File: src/rtl/bf_sweep_if.sv
// Handshake and edge-address bundle between the run controller, the relaxation
// pipeline and the Bellman-Ford iteration sequencer.
interface bf_sweep_if #(
    parameter int unsigned AW = 5,
    parameter int unsigned IW = 6
) ();
    logic          start;
    logic          up;
    logic [AW-1:0] addr;
    logic          edge_vld;
    logic [IW-1:0] iter;
    logic          busy;
    logic          done;
    logic          converged;
    logic          neg_cycle;

    // Host / pipeline side.
    modport master (
        output start, up,
        input  addr, edge_vld, iter, busy, done, converged, neg_cycle
    );

    // Sequencer side.
    modport slave (
        input  start, up,
        output addr, edge_vld, iter, busy, done, converged, neg_cycle
    );
endinterface

File: src/rtl/bf_sweep_ctrl.sv
// Bellman-Ford iteration sequencer: sweeps edge addresses, drains the relaxation
// pipeline, and ends the run on convergence or on a detected negative cycle.
module bf_sweep_ctrl #(
    parameter int unsigned AW        = 5,
    parameter int unsigned NUM_EDGES = 32,
    parameter int unsigned NUM_NODES = 16,
    parameter int unsigned PIPE_LAT  = 3,
    parameter int unsigned IW        = 6
) (
    input logic        clk,
    input logic        clr,
    bf_sweep_if.slave  bus
);
    localparam int unsigned CW = (PIPE_LAT < 2) ? 1 : $clog2(PIPE_LAT + 1);

    localparam logic [2:0] StIdle  = 3'd0;
    localparam logic [2:0] StSweep = 3'd1;
    localparam logic [2:0] StDrain = 3'd2;
    localparam logic [2:0] StCheck = 3'd3;
    localparam logic [2:0] StDone  = 3'd4;

    localparam logic [AW-1:0] LastAddr = AW'(NUM_EDGES - 1);
    localparam logic [IW-1:0] LastIter = IW'(NUM_NODES);

    logic [2:0]    state_q, state_d;
    logic [AW-1:0] addr_q, addr_d;
    logic          vld_q, vld_d;
    logic [IW-1:0] iter_q, iter_d;
    logic          busy_q, busy_d;
    logic          done_q, done_d;
    logic          conv_q, conv_d;
    logic          neg_q, neg_d;
    logic          upd_q, upd_d;
    logic [CW-1:0] cnt_q, cnt_d;

    always_comb begin
        state_d = state_q;
        addr_d  = addr_q;
        vld_d   = vld_q;
        iter_d  = iter_q;
        busy_d  = busy_q;
        done_d  = done_q;
        conv_d  = conv_q;
        neg_d   = neg_q;
        upd_d   = upd_q;
        cnt_d   = cnt_q;

        unique case (state_q)
            StIdle, StDone: begin
                if (bus.start) begin
                    state_d = StSweep;
                    addr_d  = '0;
                    vld_d   = 1'b1;
                    iter_d  = IW'(1);
                    busy_d  = 1'b1;
                    done_d  = 1'b0;
                    conv_d  = 1'b0;
                    neg_d   = 1'b0;
                    upd_d   = 1'b0;
                end
            end
            StSweep: begin
                upd_d = upd_q | bus.up;
                if (addr_q == LastAddr) begin
                    state_d = StDrain;
                    vld_d   = 1'b0;
                    cnt_d   = CW'(PIPE_LAT);
                end else begin
                    addr_d = addr_q + AW'(1);
                end
            end
            StDrain: begin
                // An update landing on the last drain cycle still belongs to this sweep.
                upd_d = upd_q | bus.up;
                cnt_d = cnt_q - CW'(1);
                if (cnt_q == CW'(1)) begin
                    state_d = StCheck;
                end
            end
            StCheck: begin
                if (!upd_q) begin
                    state_d = StDone;
                    busy_d  = 1'b0;
                    done_d  = 1'b1;
                    conv_d  = 1'b1;
                end else if (iter_q == LastIter) begin
                    state_d = StDone;
                    busy_d  = 1'b0;
                    done_d  = 1'b1;
                    neg_d   = 1'b1;
                end else begin
                    state_d = StSweep;
                    iter_d  = iter_q + IW'(1);
                    upd_d   = 1'b0;
                    addr_d  = '0;
                    vld_d   = 1'b1;
                end
            end
            default: begin
                state_d = StIdle;
            end
        endcase
    end

    always_ff @(posedge clk) begin
        if (clr) begin
            state_q <= StIdle;
            addr_q  <= '0;
            vld_q   <= 1'b0;
            iter_q  <= '0;
            busy_q  <= 1'b0;
            done_q  <= 1'b0;
            conv_q  <= 1'b0;
            neg_q   <= 1'b0;
            upd_q   <= 1'b0;
            cnt_q   <= '0;
        end else begin
            state_q <= state_d;
            addr_q  <= addr_d;
            vld_q   <= vld_d;
            iter_q  <= iter_d;
            busy_q  <= busy_d;
            done_q  <= done_d;
            conv_q  <= conv_d;
            neg_q   <= neg_d;
            upd_q   <= upd_d;
            cnt_q   <= cnt_d;
        end
    end

    assign bus.addr      = addr_q;
    assign bus.edge_vld  = vld_q;
    assign bus.iter      = iter_q;
    assign bus.busy      = busy_q;
    assign bus.done      = done_q;
    assign bus.converged = conv_q;
    assign bus.neg_cycle = neg_q;
endmodule

File: src/flat_wrapper.sv
// flat-port wrapper written by rule: the top's interface ports become plain ports
module bf_sweep_ctrl_flat 
#(
    parameter int unsigned AW        = 5,
    parameter int unsigned NUM_EDGES = 32,
    parameter int unsigned NUM_NODES = 16,
    parameter int unsigned PIPE_LAT  = 3,
    parameter int unsigned IW        = 6
)
  (clk, clr, bus_start, bus_up, bus_addr, bus_edge_vld, bus_iter, bus_busy, bus_done, bus_converged, bus_neg_cycle);
  bf_sweep_if #(.AW(AW), .IW(IW)) bus_i ();
  input logic clk;
  input logic clr;
  input wire logic [$bits(bus_i.start)-1:0] bus_start;
  input wire logic [$bits(bus_i.up)-1:0] bus_up;
  output wire logic [$bits(bus_i.addr)-1:0] bus_addr;
  output wire logic [$bits(bus_i.edge_vld)-1:0] bus_edge_vld;
  output wire logic [$bits(bus_i.iter)-1:0] bus_iter;
  output wire logic [$bits(bus_i.busy)-1:0] bus_busy;
  output wire logic [$bits(bus_i.done)-1:0] bus_done;
  output wire logic [$bits(bus_i.converged)-1:0] bus_converged;
  output wire logic [$bits(bus_i.neg_cycle)-1:0] bus_neg_cycle;
  assign bus_i.start = bus_start;
  assign bus_i.up = bus_up;
  assign bus_addr = bus_i.addr;
  assign bus_edge_vld = bus_i.edge_vld;
  assign bus_iter = bus_i.iter;
  assign bus_busy = bus_i.busy;
  assign bus_done = bus_i.done;
  assign bus_converged = bus_i.converged;
  assign bus_neg_cycle = bus_i.neg_cycle;
  bf_sweep_ctrl #(.AW(AW), .NUM_EDGES(NUM_EDGES), .NUM_NODES(NUM_NODES), .PIPE_LAT(PIPE_LAT), .IW(IW)) u_core (.clk(clk), .clr(clr), .bus(bus_i));
endmodule
File: config.mk
export PLATFORM = sky130hd
export DESIGN_NAME = bf_sweep_ctrl_flat
export DESIGN_NICKNAME = d
export VERILOG_FILES = /design/src/rtl/bf_sweep_if.sv /design/src/rtl/bf_sweep_ctrl.sv /design/src/flat_wrapper.sv
export SDC_FILE = /design/constraint.sdc
export NUM_CORES = 1
export LEC_CHECK = 0
export BUFFER_PORTS_ARGS = -buffer_cell sky130_fd_sc_hd__buf_2
export CORE_MARGIN = 2
export CORE_UTILIZATION = 59
export CTS_BUF_LIST = sky130_fd_sc_hd__clkbuf_8 sky130_fd_sc_hd__clkbuf_16
export DETAILED_ROUTE_END_ITERATION = 6
export PLACE_DENSITY = 0.94
export SETUP_SLACK_MARGIN = 0.2
export SYNTH_ARGS = -nofsm -noshare
export SYNTH_HDL_FRONTEND = slang
export SYNTH_SLANG_ARGS = --single-unit
File: constraint.sdc
create_clock -name clk -period 2.75 [get_ports clk]
set_input_delay 0 -clock clk [delete_from_list [all_inputs] [get_ports clk]]
set_output_delay 0 -clock clk [all_outputs]
set_load 0.05 [all_outputs]
* After elaboration in Yosys (flattened, before gate mapping) *
Cells that the tools add are included.

cells by class
  add/subtract/negate cells = 3
  equal/unequal tests = 16
  multiplexer cells = 36
  bitwise logic cells = 1
  reduce and logical (&&, ||, !) cells = 16

operators with widths
  operator             count
  $mux 5               4
  $mux 6               3
  $mux 3               5
  $pmux 5 s3           1
  $mux 1               13
  $pmux 3 s4           1
  $pmux 6 s2           1
  $reduce_and 5->1     2
  $reduce_and 3->1     3
  $ne 2x1->1 const B   4
  $ne 2x2->1 const B   4
  $pmux 1 s2           4
  $reduce_and 4->1     2
  $add 6x1->6 const B  1
  $eq 3x2->1 const B   2
  $eq 6x5->1 const B   1
  $pmux 1 s3           2
  $reduce_bool 3->1    2
  $add 5x1->5 const B  1
  $eq 5x5->1 const B   1
  $pmux 2 s2           1
  $reduce_and 2->1     2
  $reduce_bool 2->1    2
  $reduce_or 2->1      2
  other kinds (8)      8

storage, ports and cells
  register bits after elaboration = 22
  bits of input ports = 4
  output and inout port bits = 16
  logic and storage cells = 82

* Longest topological paths before layout *
  word-level depth = 4
  gate-level depth with buffers = 7
  mapped depth without buffers = 7

* Least setup slack after synthesis *
OpenSTA, ideal clock, no wires.

  path type = reg-to-reg
  start = register u_core.addr_q[0], in the netlist u_core.bus.addr[0]
  end = register u_core.addr_q[3], in the netlist u_core.bus.addr[3]
  setup time = 0.088 ns
  data arrival time = 2.056 ns
  data required time = 2.662 ns
  slack = 0.606 ns
  stages on the path, launching flop included = 8
  buffers on the path = 0
  period minus slack after synthesis = 2.144 ns
  path through = dfxtp_1 ha_1 and3_1 ha_1 or4b_4 nor2_1 nor2_1 a311oi_2

between the ends
  cells in the longest elaborated chain, start to end = 3
  elaborated cells on any way between the ends = 6
  classes of those cells = 1 x add/sub; 2 x eq/ne; 2 x mux; 1 x reduce/logical

ends and longest elaborated chain
  what                                            RTL line                                  RTL
  from (decl)                                     bf_sweep_ctrl.sv:26                       logic [AW-1:0] addr_q, addr_d;
  from (signal assigned)                          bf_sweep_ctrl.sv:119                      addr_q <= addr_d;
  $add 5x1->5 or $eq 5x5->1 (tied branches)       bf_sweep_ctrl.sv:69, bf_sweep_ctrl.sv:64
  $mux 5 or $ne 2x2->1 (tied branches)            n/a
  $pmux 5 s3 or $reduce_and 5->1 (tied branches)  n/a

Parallel ways exist; a longest one is shown, timed or not. The select of a mux whose other input is x is not followed.
A chain may end at the register's enable or synchronous reset.

* Worst setup path in the final report *
Same ends and word-level chain as after synthesis.

==> Flow_metrics.wiki <==
{| class="wikitable"
! Metric !! Value
|-
| IR Drop Worst-Case VDD || 0.000403 V
|-
| Top-level port count || 20
|-
| Static leakage power || around 0.55 nW
|-
| Maximum capacitance violations || 0
|-
| # hold bufs at CTS || 0
|-
| Layout area overhead || 11.8%
|-
| Clock tree from TritonCTS || yes
|-
| PnR worst setup slack || around 730 ps
|-
| Tightest Pin Transition || 436 ps
|-
| Die area || approximately 2500 µm²
|-
| Count of routing violations after the opening detailed-route iteration || 39
|-
| Mean Syn Cell Area || ~9.0 µm²
|-
| Type of the most critical hold path || input pin to flip-flop
|-
| Diodes inserted || 0
|-
| Minimum clock period || 2020 ps
|-
| Effective utilization at floorplan || a little over three fifths
|-
| DRT antenna net count || 0
|-
| Setup violations, final || 0
|-
| Net Count, Synth || between 100 and 150
|-
| Sequential area share after synthesis || 35.8%
|-
| Total gr overflow || 0
|-
| Total via count after detailed routing || approximately 1.1k
|-
| Unrepaired setup endpoints after global routing || no
|-
| Max Slew Vio Count || 0
|-
| Antenna violations before repair || 0
|-
| Residual DRC || 0
|-
| Cell Pwr Density || 534 nW/µm²
|-
| Top flip-flop cell by instance count after synthesis || dfxtp_1
|-
| Total wire length || between 2000 and 3000 µm
|-
| Post-layout nets || between 150 and 200
|-
| Latest clock arrival within the worst-skew pair || between 200 and 300 ps
|-
| Number of instances in the synthesized netlist || ~140
|-
| Router iterations before antenna repair || 4
|-
| Worst clock skew || around 8.3 ps
|-
| Data required time at the worst endpoint || a little under 3000 ps
|-
| Post-CTS setup buffer count || 0
|-
| Netlist area before placement || 1230 µm²
|-
| Run status || completed
|-
| Unique masters post-synth || 42
|-
| Number of standard-cell rows in the floorplan || 16
|-
| RD Place Congestion || 0.765
|-
| Total Negative Setup Slacks || 0 ps
|-
| Startpoint Class || flip-flop
|-
| H-Tree Depth || 1
|-
| Total of flip-flops plus latches after synthesis || 22
|-
| Classification of the worst setup path || flip-flop to flip-flop
|-
| Clock tree buffer depth || 2
|-
| Buffers added on ports || 19
|-
| Wire length of the first global-routing pass || about 4700 µm
|-
| Clock sinks || 22
|-
| Largest fanout on the critical path || 5
|-
| Number of flops mapped to enable cells by yosys || 0
|-
| Average detailed-routed wire length per instance || around 15 µm
|-
| Post-cts gate resize count || 0
|-
| Number of buffers added by the clock tree synthesis step || 3
|-
| Syn. warnings || 0
|-
| Upper clock frequency limit || 0.495 GHz
|-
| Vias in the first global route || 1030
|-
| Hold violation total from the final report || 0
|-
| Proportion of layout cells with a drive suffix above 1 || between 20% and 30%
|-
| Proportion of synthesized flip-flops having asynchronous set or reset || 0%
|-
| Placed wire-length estimate after detailed placement || 1840 µm
|-
| Final worst-path cycle share || 73.4%
|-
| Worst path arrival time || roughly 2200 ps
|-
| Max_slew headroom || between 70 and 80%
|-
| Root buf cell || clkbuf_8
|-
| Overall routing resource usage || 24.6%
|-
| Via-to-Cell Ratio || slightly above 6
|-
| Largest net degree at the start of global routing || 24
|-
| Die Span X || a little under 50 µm
|-
| Clock Pin Slew Worst Setup and Hold Paths || around 80 ps
|-
| Std-Cell Core Area || 1960 µm²
|-
| Die height || 49.7 µm
|-
| Post-Place Setup Slack || between 700 and 800 ps
|-
| Sort of element at the end of the critical path || flip-flop
|}
## stage by stage
step,hold slack (ps),total power [mW],utilization (%),cells,instance area [µm²]
after floorplan,183,0.417,-,137,1230
after global placement,295,0.431,66.5,175,1300
after detailed placement,301,0.435,66.5,175,1300
after CTS,27.5,0.734,70.1,179,1380
after global routing,50.6,0.758,70.1,179,1380
final,32.9,0.734,70.1,179,1380
## placed cells by master (no fill, tap or decap), types with 3 or more instances in the layout
master    count
dfxtp_1      22
buf_2        19
a21oi_1      14
nor2_1       13
nand2_1      11
o21ai_0       6
inv_1         5
mux2i_1       5
nand3_1       5
ha_1          5
nor3_1        4
and2b_2       4
o211ai_1      3
a211oi_1      3
or3_1         3
clkbuf_8      3
## cells in the mapped netlist, types with 2 or more instances
library cell  number  area, µm²
dfxtp_1           22        440
a21oi_1           14       70.1
nor2_1            13       48.8
nand2_1           11       41.3
o21ai_0            6       30.0
ha_1               5       62.6
inv_1              5       18.8
mux2i_1            5       50.1
nand3_1            5       25.0
and2b_2            4       35.0
nor3_1             4       20.0
a211oi_1           3       22.5
buf_2              3       15.0
o211ai_1           3       22.5
or3_1              3       18.8
buf_4              2       15.0
clkbuf_1           2       7.51
nand2b_1           2       12.5
o21a_1             2       15.0
## cell type report
class                   count  area [µm²]
clock inverters             1        30.0
multi-input cells         101         708
well taps                  27        33.8
clock buffers               3        41.3
flip-flops and latches     22         440
repair buffers             20         103
fillers                   163         587
inverters                   5        18.8
## critical path, stage by stage (launching register included)
cell and delay [ps]:
dfxtp_1 350, ha_1 240, and3_1 200, ha_1 230, or4b_4 530, nor2_1 130
nor2_1 60, a311oi_2 220
## flip-flops by register name, summed over array words and instances (netlist names)
name                  flops
u_core.bus.edge_vld       1
u_core.cnt_q              2
u_core.state_q            3
u_core.bus.done           1
u_core.bus.neg_cycle      1
u_core.upd_q              1
u_core.bus.converged      1
u_core.bus.busy           1
u_core.bus.addr           5
u_core.bus.iter           6
## worst paths after layout
path / startpoint / end / slack, ps / cells after the start
worst max-delay path: u_core.bus.addr[0] / u_core.bus.addr[3] / 730 / 7
worst min-delay path: bus_start / u_core.state_q[2] / 30 / 3
worst max register to register: u_core.bus.addr[0] / u_core.bus.addr[3] / 730 / 7
worst min register to register: u_core.bus.done / u_core.bus.done / 450 / 2
## where the power goes
group	switching, mW	leakage [nW]	internal, mW
combinational	0.0627	0.333	0.0287
clock	0.108	0.0357	0.195
sequential	0.0130	0.179	0.326
total	0.184	0.547	0.550
## per-layer routing
metal / track usage (%) / routed length [µm] / vias to the layer above
met2: 42.2 / 1400 / 48
met3: 2.73 / 148 / 9
met1: 30.8 / 1080 / 520
met5: 0 / 0 / -
li1: - / - / 529
met4: 11.1 / 78 / 0
## cell families after synthesis
group / after synthesis / synth area share [%]
AND/OR/NAND/NOR: 52 / 24.7
AO/OA/AOI/OAI: 39 / 23.7
flip-flops: 22 / 35.8
buffers and inverters: 14 / 6.61
multiplexers: 5 / 4.07
adder cells (fa/ha/maj): 5 / 5.09
Power figures use the tool's default switching activity.
